## src/rtl/stopwatch_ctrl_if.sv

```systemverilog
// Stopwatch control bundle: time base and button levels in, BCD count and FSM status out.
interface stopwatch_ctrl_if;
  logic        slow_clk;
  logic        btn_start;
  logic        btn_clear;
  logic [15:0] bcd;
  logic [1:0]  state;
  logic        running;
  logic        ovf;

  // The driver of the buttons and time base.
  modport master (
    output slow_clk,
    output btn_start,
    output btn_clear,
    input  bcd,
    input  state,
    input  running,
    input  ovf
  );

  // The stopwatch controller itself.
  modport slave (
    input  slow_clk,
    input  btn_start,
    input  btn_clear,
    output bcd,
    output state,
    output running,
    output ovf
  );
endinterface

```

## src/rtl/stopwatch_ctrl.sv

```systemverilog
// Four-digit BCD stopwatch controller.
// The slow time base and both buttons are asynchronous to clk. Each one is synchronized,
// and a single-cycle rising-edge pulse is derived from it. Those pulses drive an
// IDLE/RUN/PAUSE FSM and a BCD counter that either wraps or saturates at 9999.
module stopwatch_ctrl #(
  parameter bit WRAP = 1'b1  // 1: 9999 wraps to 0000; 0: saturate at 9999 and pause
) (
  input logic              clk,
  input logic              rst_n,
  stopwatch_ctrl_if.slave  sw
);

  typedef enum logic [1:0] {
    StIdle  = 2'b00,
    StRun   = 2'b01,
    StPause = 2'b10
  } state_e;

  // Bit 0: slow_clk, bit 1: btn_start, bit 2: btn_clear.
  // Buttons reset high, so a button held through reset release produces no edge.
  localparam logic [2:0] SyncRst = 3'b110;

  localparam logic [15:0] BcdMax = 16'h9999;

  logic [2:0] sync1_q, sync2_q, hist_q;
  logic [2:0] pulse_d, pulse_q;

  logic tick, start_e, clear_e;

  state_e      state_d, state_q;
  logic [15:0] bcd_d, bcd_q;
  logic        ovf_d, ovf_q;
  logic [15:0] bcd_inc;

  // BCD +1: digits at 9 (or an out-of-range value) roll to 0 and carry onward.
  function automatic logic [15:0] bcd_plus_one(input logic [15:0] v);
    logic [15:0] r;
    logic        c;
    r = v;
    c = 1'b1;
    for (int i = 0; i < 4; i++) begin
      if (c) begin
        if (v[4*i +: 4] >= 4'd9) begin
          r[4*i +: 4] = 4'd0;
        end else begin
          r[4*i +: 4] = v[4*i +: 4] + 4'd1;
          c = 1'b0;
        end
      end
    end
    return r;
  endfunction

  // Two-flop synchronizer plus history flop for the time base and both buttons.
  always_ff @(posedge clk or negedge rst_n) begin
    if (!rst_n) begin
      sync1_q <= SyncRst;
      sync2_q <= SyncRst;
      hist_q  <= SyncRst;
    end else begin
      sync1_q <= {sw.btn_clear, sw.btn_start, sw.slow_clk};
      sync2_q <= sync1_q;
      hist_q  <= sync2_q;
    end
  end

  // Rising-edge detect: exactly one pulse per synchronized 0->1 transition.
  always_comb begin
    pulse_d = sync2_q & ~hist_q;
  end

  // Edge pulses are registered, so a rise captured at edge N acts on edge N+3.
  always_ff @(posedge clk or negedge rst_n) begin
    if (!rst_n) begin
      pulse_q <= 3'b000;
    end else begin
      pulse_q <= pulse_d;
    end
  end

  // Name the individual event pulses.
  always_comb begin
    tick    = pulse_q[0];
    start_e = pulse_q[1];
    clear_e = pulse_q[2];
  end

  // Incremented count, computed for every cycle and used only on a counted tick.
  always_comb begin
    bcd_inc = bcd_plus_one(bcd_q);
  end

  // FSM state, count and overflow pulse registers.
  always_ff @(posedge clk or negedge rst_n) begin
    if (!rst_n) begin
      state_q <= StIdle;
      bcd_q   <= 16'h0000;
      ovf_q   <= 1'b0;
    end else begin
      state_q <= state_d;
      bcd_q   <= bcd_d;
      ovf_q   <= ovf_d;
    end
  end

  // Next state and count: clear beats everything; in RUN a tick is counted on the same
  // edge that start_e pauses the FSM.
  always_comb begin
    state_d = state_q;
    bcd_d   = bcd_q;
    ovf_d   = 1'b0;
    if (clear_e) begin
      state_d = StIdle;
      bcd_d   = 16'h0000;
    end else begin
      unique case (state_q)
        StIdle: begin
          if (start_e) state_d = StRun;
        end
        StRun: begin
          if (tick) begin
            if (bcd_q == BcdMax) begin
              ovf_d = 1'b1;
              if (WRAP) begin
                bcd_d = 16'h0000;
              end else begin
                state_d = StPause;
              end
            end else begin
              bcd_d = bcd_inc;
            end
          end
          if (start_e) state_d = StPause;
        end
        StPause: begin
          if (start_e) state_d = StRun;
        end
        default: begin
          state_d = StIdle;
          bcd_d   = 16'h0000;
        end
      endcase
    end
  end

  // Drive the interface outputs straight from the registers.
  always_comb begin
    sw.bcd     = bcd_q;
    sw.state   = state_q;
    sw.running = (state_q == StRun);
    sw.ovf     = ovf_q;
  end

endmodule

```

## src/flat_wrapper.sv

```systemverilog
// flat-port wrapper written by rule: the top's interface ports become plain ports
module stopwatch_ctrl_flat 
#(
  parameter bit WRAP = 1'b1                                                         
)
  (clk, rst_n, sw_slow_clk, sw_btn_start, sw_btn_clear, sw_bcd, sw_state, sw_running, sw_ovf);
  stopwatch_ctrl_if sw_i ();
  input logic clk;
  input logic rst_n;
  input wire logic [$bits(sw_i.slow_clk)-1:0] sw_slow_clk;
  input wire logic [$bits(sw_i.btn_start)-1:0] sw_btn_start;
  input wire logic [$bits(sw_i.btn_clear)-1:0] sw_btn_clear;
  output wire logic [$bits(sw_i.bcd)-1:0] sw_bcd;
  output wire logic [$bits(sw_i.state)-1:0] sw_state;
  output wire logic [$bits(sw_i.running)-1:0] sw_running;
  output wire logic [$bits(sw_i.ovf)-1:0] sw_ovf;
  assign sw_i.slow_clk = sw_slow_clk;
  assign sw_i.btn_start = sw_btn_start;
  assign sw_i.btn_clear = sw_btn_clear;
  assign sw_bcd = sw_i.bcd;
  assign sw_state = sw_i.state;
  assign sw_running = sw_i.running;
  assign sw_ovf = sw_i.ovf;
  stopwatch_ctrl #(.WRAP(WRAP)) u_core (.clk(clk), .rst_n(rst_n), .sw(sw_i));
endmodule
```

## config.mk

```make
export PLATFORM = sky130hd
export DESIGN_NAME = stopwatch_ctrl_flat
export DESIGN_NICKNAME = d
export VERILOG_FILES = /design/src/rtl/stopwatch_ctrl_if.sv /design/src/rtl/stopwatch_ctrl.sv /design/src/flat_wrapper.sv
export SDC_FILE = /design/constraint.sdc
export NUM_CORES = 1
export LEC_CHECK = 0
export ABC_AREA = 1
export CORE_ASPECT_RATIO = 1.75
export CORE_MARGIN = 2
export CORE_UTILIZATION = 47
export CTS_CLUSTER_DIAMETER = 100
export DETAILED_ROUTE_END_ITERATION = 16
export PLACE_DENSITY = 0.71
export SKIP_CTS_REPAIR_TIMING = 1
export SYNTH_ARGS = -nofsm -noshare
export SYNTH_HDL_FRONTEND = slang
export SYNTH_SLANG_ARGS = --single-unit
```

## constraint.sdc

```tcl
create_clock -name clk -period 3.1 [get_ports clk]
set_clock_uncertainty 0.15 [all_clocks]
set_input_delay 0.775 -clock clk [delete_from_list [all_inputs] [get_ports clk]]
set_output_delay 0.775 -clock clk [all_outputs]
set_load 0.005 [all_outputs]
```

# [Yosys cells after proc, flatten, opt, wreduce, memory -nomap -nowiden]
# Index checks and enable logic that the tools add are counted.
# W data, S select, Z words.
[classes] n_reduce_logical=7 n_lt_le_gt_ge=4 n_eq_ne=10 shifts=0 addsub=4 muxes=24 div=0 bitwise=2 mul=0
[ops] operator="$mux W16" n=3
[ops] operator="$pmux W16 S2" n=1
[ops] operator="$mux W4" n=7
[ops] operator="$add A4 B1 Y4 const B" n=4
[ops] operator="$eq A16 B16 Y1 const B" n=1
[ops] operator="$ge A4 B4 Y1 const B" n=4
[ops] operator="$ne A4 B1 Y1 const B" n=3
[ops] operator="$mux W1" n=9
[ops] operator="$ne A3 B1 Y1 const B" n=3
[ops] operator="$reduce_and A3 Y1" n=3
[ops] operator="$mux W2" n=3
[ops] operator="$pmux W2 S2" n=1
[ops] operator="$reduce_and A2 Y1" n=2
[ops] operator="$and A3 B3 Y3" n=1
[ops] operator="$not A3 Y3" n=1
[ops] operator="$eq A2 B1 Y1 const B" n=1
[ops] operator="$eq A2 B2 Y1 const B" n=1
[ops] operator="$logic_not A2 Y1" n=1
[ops] operator="$ne A2 B1 Y1 const B" n=1
[ops] operator="$reduce_or A2 Y1" n=1
[word_totals] ram_bits=0 elab_cells=61 out_inout_bits=20 mem_bits_ro=0 memories=0 register_bits=31 latchBits=0 in_bits=5

# [Longest topological paths before layout]
# Gate-level depths: netlist of the first run.
[logic_depth] depth_word=9 mapped_depth=10 ltp_nobuf=10

# [Least setup slack after synthesis of the first run]
# No wires, ideal clock.
[synth_timing] kind="reg2out" from="register u_core.state_q[1], in the netlist u_core.sw.state[1]" to="output port sw_running" stages_incl_launch_ff=5 n_path_buf=1 arrival_time_ps=770 path_slack_ps=1405 required_ps=2175 cell_sequence="dfrtp_1 -> inv_1 -> nand2_2 -> inv_1 -> buf_2"
[synth_via] elab_chain_cells=1
[synth_lines] element="start, declared" line="stopwatch_ctrl.sv:30" source="state_e state_d, state_q;"
[synth_lines] element="start signal, assigned" line="stopwatch_ctrl.sv:96" source="state_q <= StIdle;"
[synth_lines] element="start signal, assigned" line="stopwatch_ctrl.sv:100" source="state_q <= state_d;"
[synth_lines] element="$eq A2 B1 Y1" line="stopwatch_ctrl.sv:150" source="sw.running = (state_q == StRun);"
[synth_lines] element="end, declared" line="flat_wrapper.sv:15" source="output wire logic [$bits(sw_i.running)-1:0] sw_running;"
# Every way passes these cells.

# [Worst setup path after layout of the first run]
# Same ends and word-level chain as after synthesis.

==> flow_metrics.py, run 1 <==
metrics = {
    "layout": {
        "layout.cells.most_common_list": "nand2_1 (35), inv_1 (26), dfrtp_1 (25)",
        "mostFrequentLayoutCell": "nand2_1",
        "final_area_um2": 1990,
        "drive_gt1_share_pct": 12.2,
        "syn_to_final_growth_pct": 24.7,
        "nNetsFinal": 229,
        "nFillCells": 290,
        "antenna_cells": 0,
    },
    "route": {
        "firstDrtPassIters": 4,
        "drc": 0,
        "wl_mm": 3.34,
        "via_per_inst": 5.21,
        "routed-wl-met2_mm": 1.80,
        "top_layer_used": "met4",
        "drtAntennaViolNets": 0,
        "wl_per_cell_um": 12.9,
        "first_iter_violations": 27,
        "met1Wirelength_mm": 1.21,
        "wl_met3_um": 143,
        "vias": 1343,
    },
    "yosys": {
        "ys_ff_latch": 31,
        "yosys_warnings": 0,
        "syn_area_um2": 1590,
        "synthCells": 183,
        "postSynthAreaPerCell_um2": 8.71,
        "synth_nets": 200,
        "ys_seq_area_share_pct": 49.1,
        "synth.distinct_cells": 22,
    },
    "clock_network": {
        "cts_max_level": 2,
        "clkTransAtPathRegs_ns": 0.07,
        "numClockSinks": 31,
        "cts_buffers": 5,
        "clk_latency_ns": 0.28,
        "cts_root_buf": "clkbuf_8",
        "cts_tree": "yes",
        "cts_buffer_depth": 2,
    },
    "timing": {
        "final.setup.worst_slack_ns": 0.446,
        "hold_viol": 0,
        "period_share_pct": 85.6,
        "setup_viol": 0,
        "rsz0062_at_grt": "no",
        "tns_ns": 0,
        "slew_violations": 0,
        "slew_headroom_pct": 74.3,
        "layout_min_cycle_time_ns": 2.65,
        "max_slew.worst_pin.slew_ns": 0.385,
        "fmax_ghz": 0.377,
    },
    "worst_setup_path": {
        "reg2reg_to": "u_core.sw.bcd[15]",
        "rr_startpoint": "u_core.sw.bcd[1]",
        "crit_type": "reg -> out",
        "cp-end-kind": "primary output",
        "start_kind": "flip-flop",
        "cp.arrival_ns": 1.73,
        "required_ns": 2.17,
        "rrSetupSlack_ns": 1.25,
        "ff2ff_path_depth": 9,
        "crit_fanout": 11,
    },
    "global_routing": {
        "grt_pass1_wl_mm": 5.37,
        "track_usage_pct": 19.9,
        "grt_max_degree": 32,
        "grt_pass1_vias": 1229,
        "antenna_found_initial": 0,
        "overflow": 0,
    },
    "placed_design": {
        "io_buffers": 24,
        "globalplace.congestion": 0.870,
        "dp_hpwl_mm": 2.57,
        "dp_slack_ns": 0.766,
        "placed_cell_area_um2": 1870,
    },
    "min_path": {
        "hp-start": "u_core.sync1_q[0]",
        "min_path_type": "reg -> reg",
        "hold_path_depth": 0,
        "holdPathEnd": "u_core.sync2_q[0]",
    },
    "floorplan": {
        "io_pins": 25,
        "core_um2": 3330,
        "die_area_um2": 3890,
        "start_util_pct": 47.9,
        "num_rows": 28,
        "die_h_um": 81.0,
        "die_w_um": 48.0,
    },
    "run_status": {
        "status": "finished, final reports clean",
    },
    "power": {
        "p_leak_nw": 0.920,
        "ir_drop_mv": 0.325,
        "power.density_nw_per_um2": 538,
        "finalPower_w": 0.00107,
    },
    "job": {
        "maxCapViolCount": 0,
    },
}
==> worst max-delay path, stage by stage (launching register included) <==
cell	delay, ns
dfrtp_1	0.40
inv_1	0.07
nand2_2	0.09
inv_1	0.30
clkdlybuf4s50_1	0.57
==> how the worst max path moves through the flow <==
stage | start | endpoint
floorplan | u_core.sw.state[1] | sw_running
global placement | u_core.sw.state[1] | sw_running
detailed placement | u_core.sw.state[1] | sw_running
CTS | u_core.sw.state[1] | sw_running
global route | u_core.sw.state[1] | sw_running
finish | u_core.sw.state[1] | sw_running
==> state kept, by name (all words and copies together) (netlist names) <==
name,flops
u_core.hist_q,3
u_core.pulse_q,3
u_core.sync1_q,3
u_core.sw.state,2
u_core.sync2_q,3
u_core.sw.bcd,16
u_core.sw.ovf,1
==> routing by layer <==
metal	global-route usage, %	up-vias
li1	-	644
met3	5.56	15
met1	20.4	637
met2	33.1	47
met4	12.7	0
met5	0	-
==> power breakdown <==
group / internal (W) / switching, W
Clock: 0.000260 / 0.000149
Sequential: 0.000435 / 0.0000320
Combinational: 0.0000838 / 0.000111
Total: 0.000778 / 0.000292
==> final cells by class <==
type,instances,area [µm²],share of cell area (%)
sequential,31,783,39.4
multi-input combinational,120,674,33.9
timing repair buffer,25,248,12.5
inverter,29,109,5.48
clock buffer,6,82.6,4.15
tap,45,56.3,2.83
clock inverter,2,35.0,1.76
==> kinds of logic (layout without fill, tap and decap cells) <==
group | after synthesis | after routing | synth area share (%)
and+or+nand+nor | 88 | 88 | 25.5
buffers and inverters | 32 | 62 | 8.56
DFF | 31 | 31 | 49.1
AOI/OAI and AO/OA | 17 | 17 | 5.73
adders and majority gates | 12 | 12 | 9.42
xor gates and xnor gates | 3 | 3 | 1.65
==> cell usage after synthesis <==
master    number  share of area, %
buf_6          2               1.4
ha_1          12               9.4
o21ai_0        6               1.9
inv_2          3              0.71
a21oi_1        6               1.9
nand3_1       17               5.3
nor3_1         2              0.63
a211oi_1       1              0.47
dfstp_2        6               9.9
nor4_1         1              0.39
nand4_1       11               4.3
o21ai_2        1              0.55
o21ai_1        3              0.94
xor2_1         3               1.6
nor2_4         1              0.71
nand2_2        5               2.0
buf_2          1              0.31
nor2_2         1              0.39
nor2_1        15               3.5
dfrtp_1       25                39
nand2_1       35               8.2
inv_1         26               6.1
==> through the flow <==
step	hold slack (ns)	util, %	instances
6_report	0.200	59.7	258
5_1_grt	0.210	59.7	258
4_1_cts	0.202	59.7	258
3_5_place_dp	0.187	56.2	250
3_3_place_gp	0.189	56.2	250
2_1_floorplan	0.181	-	183
No activity file was read; power rests on OpenSTA's default activity.
==> run 2: changes to the inputs <==
==> constraint.sdc (replaced) <==
create_clock -name clk -period 2.7 [get_ports clk]
set_clock_uncertainty 0.15 [all_clocks]
set_input_delay 0.675 -clock clk [delete_from_list [all_inputs] [get_ports clk]]
set_output_delay 0.675 -clock clk [all_outputs]
set_load 0.005 [all_outputs]
==> flow_metrics.py, run 2 (synthesis gave the netlist of run 1 again) <==
metrics = {
    "worst_setup_path": {
        "start_kind": "flip-flop",
        "cp.arrival_ns": 1.72,
        "crit_type": "reg -> out",
        "worstPathCellList": "inv_1 > nand2_2 > inv_1 > clkdlybuf4s50_1",
        "max_stage_delay_ns": 0.57,
        "required_ns": 1.88,
        "crit_fanout": 11,
        "cp_slowest_cell": "clkdlybuf4s50_1",
        "cp-end-kind": "primary output",
        "crit_top_cell": "inv_1",
    },
    "layout": {
        "drive_gt1_share_pct": 12.2,
        "mostFrequentLayoutCell": "nand2_1",
        "layout.cells.most_common_list": "nand2_1 (35), inv_1 (26), dfrtp_1 (25)",
        "antenna_cells": 0,
        "syn_to_final_growth_pct": 24.7,
        "largest_reg_flops": 16,
        "final_area_um2": 1990,
        "nNetsFinal": 229,
    },
    "timing": {
        "period_share_pct": 94.1,
        "hold_viol": 0,
        "max_slew.worst_pin.slew_ns": 0.379,
        "rsz0062_at_grt": "no",
        "setup_viol": 0,
        "tns_ns": 0,
        "slew_violations": 0,
        "slew_headroom_pct": 74.7,
        "layout_min_cycle_time_ns": 2.54,
        "fmax_ghz": 0.394,
    },
    "floorplan": {
        "io_pins": 25,
        "core_um2": 3330,
        "die_w_um": 48.0,
        "die_area_um2": 3890,
        "num_rows": 28,
        "start_util_pct": 47.9,
        "die_h_um": 81.0,
    },
    "power": {
        "ir_drop_mv": 0.452,
        "p_leak_nw": 0.920,
        "power.density_nw_per_um2": 619,
    },
    "route": {
        "vias": 1304,
        "wl_mm": 3.28,
        "wl_per_cell_um": 12.7,
        "firstDrtPassIters": 4,
        "first_iter_violations": 18,
        "via_per_inst": 5.05,
        "drc": 0,
        "drtAntennaViolNets": 0,
    },
    "min_path": {
        "min_path_type": "reg -> reg",
    },
    "clock_network": {
        "cts_buffers": 5,
        "cts_root_buf": "clkbuf_8",
        "cts_tree": "yes",
        "numClockSinks": 31,
        "clk_latency_ns": 0.29,
        "cts_max_level": 2,
        "cts_buffer_depth": 2,
        "clkTransAtPathRegs_ns": 0.07,
    },
    "placed_design": {
        "dp_hpwl_mm": 2.49,
        "placed_cell_area_um2": 1870,
        "globalplace.congestion": 0.871,
        "io_buffers": 24,
    },
    "run_status": {
        "status": "finished, final reports clean",
    },
    "global_routing": {
        "grt_pass1_vias": 1272,
        "grt_pass1_wl_mm": 5.46,
        "track_usage_pct": 20.0,
        "grt_max_degree": 32,
        "overflow": 0,
        "antenna_found_initial": 0,
    },
    "job": {
        "maxCapViolCount": 0,
    },
}
==> run 2: metal layers <==
metal | GRT usage [%] | share of wire (%)
met5 | 0 | 0
met1 | 21.4 | 38
met4 | 11.4 | 4.0
met2 | 33.9 | 55
met3 | 4.67 | 2.8
==> run 2: critical path, delay by kind of cell (launching register included) <==
kind	cells	cell delay, ns
simple gates	1	0.10
buf+inv	3	0.94
flops	1	0.39
==> run 2: area by class of cell <==
type,instances,area (µm²)
fillers,303,1340
flip-flops and latches,31,783
clock buffers,6,82.6
inverters,29,109
clock inverters,2,35.0
multi-input cells,120,674
repair buffers,25,248
well taps,45,56.3
==> run 2: power breakdown <==
group	internal, W	switching [W]	leakage [nW]	total, W
sequential	0.000499	0.0000373	0.398	0.000536
combinational	0.0000957	0.000125	0.461	0.000221
clock	0.000298	0.000176	0.0612	0.000474
total	0.000893	0.000338	0.920	0.00123
==> run 2: metrics by stage <==
step           hold slack, ns  power, W  instances  setup slack, ns  util (%)
2_1_floorplan           0.181  0.000673        183             1.10         -
3_3_place_gp            0.190  0.000757        250            0.526      56.2
3_5_place_dp            0.190  0.000769        250            0.482      56.2
4_1_cts                 0.203   0.00125        258            0.168      59.7
5_1_grt                 0.212   0.00130        258            0.100      59.7
6_report                0.204   0.00123        258            0.159      59.7
==> run 2: path summary, 6_finish.rpt <==
kind / to / startpoint / slack, ns / cells after the start
worst min-delay path: u_core.sync2_q[1] / u_core.sync1_q[1] / 0.20 / 0
worst max-delay path: sw_running / u_core.sw.state[1] / 0.16 / 4
min in group asynchronous: u_core.sw.bcd[12] / rst_n / 0.62 / 2
worst max register to register: u_core.sw.bcd[14] / u_core.sw.bcd[1] / 0.88 / 9
worst min register to register: u_core.sync2_q[1] / u_core.sync1_q[1] / 0.20 / 0
max in group asynchronous: u_core.sync2_q[2] / rst_n / 1.46 / 2
==> run 3: changes to the inputs <==
--- a/config.mk
+++ b/config.mk
@@ -11,6 +11,7 @@
 export CORE_UTILIZATION = 47
 export CTS_CLUSTER_DIAMETER = 100
 export DETAILED_ROUTE_END_ITERATION = 16
+export HOLD_SLACK_MARGIN = 0.06
 export PLACE_DENSITY = 0.71
 export SKIP_CTS_REPAIR_TIMING = 1
 export SYNTH_ARGS = -nofsm -noshare
==> results of run 3 <==
No change in the layout: final DEF, timing and power equal those of run 2.
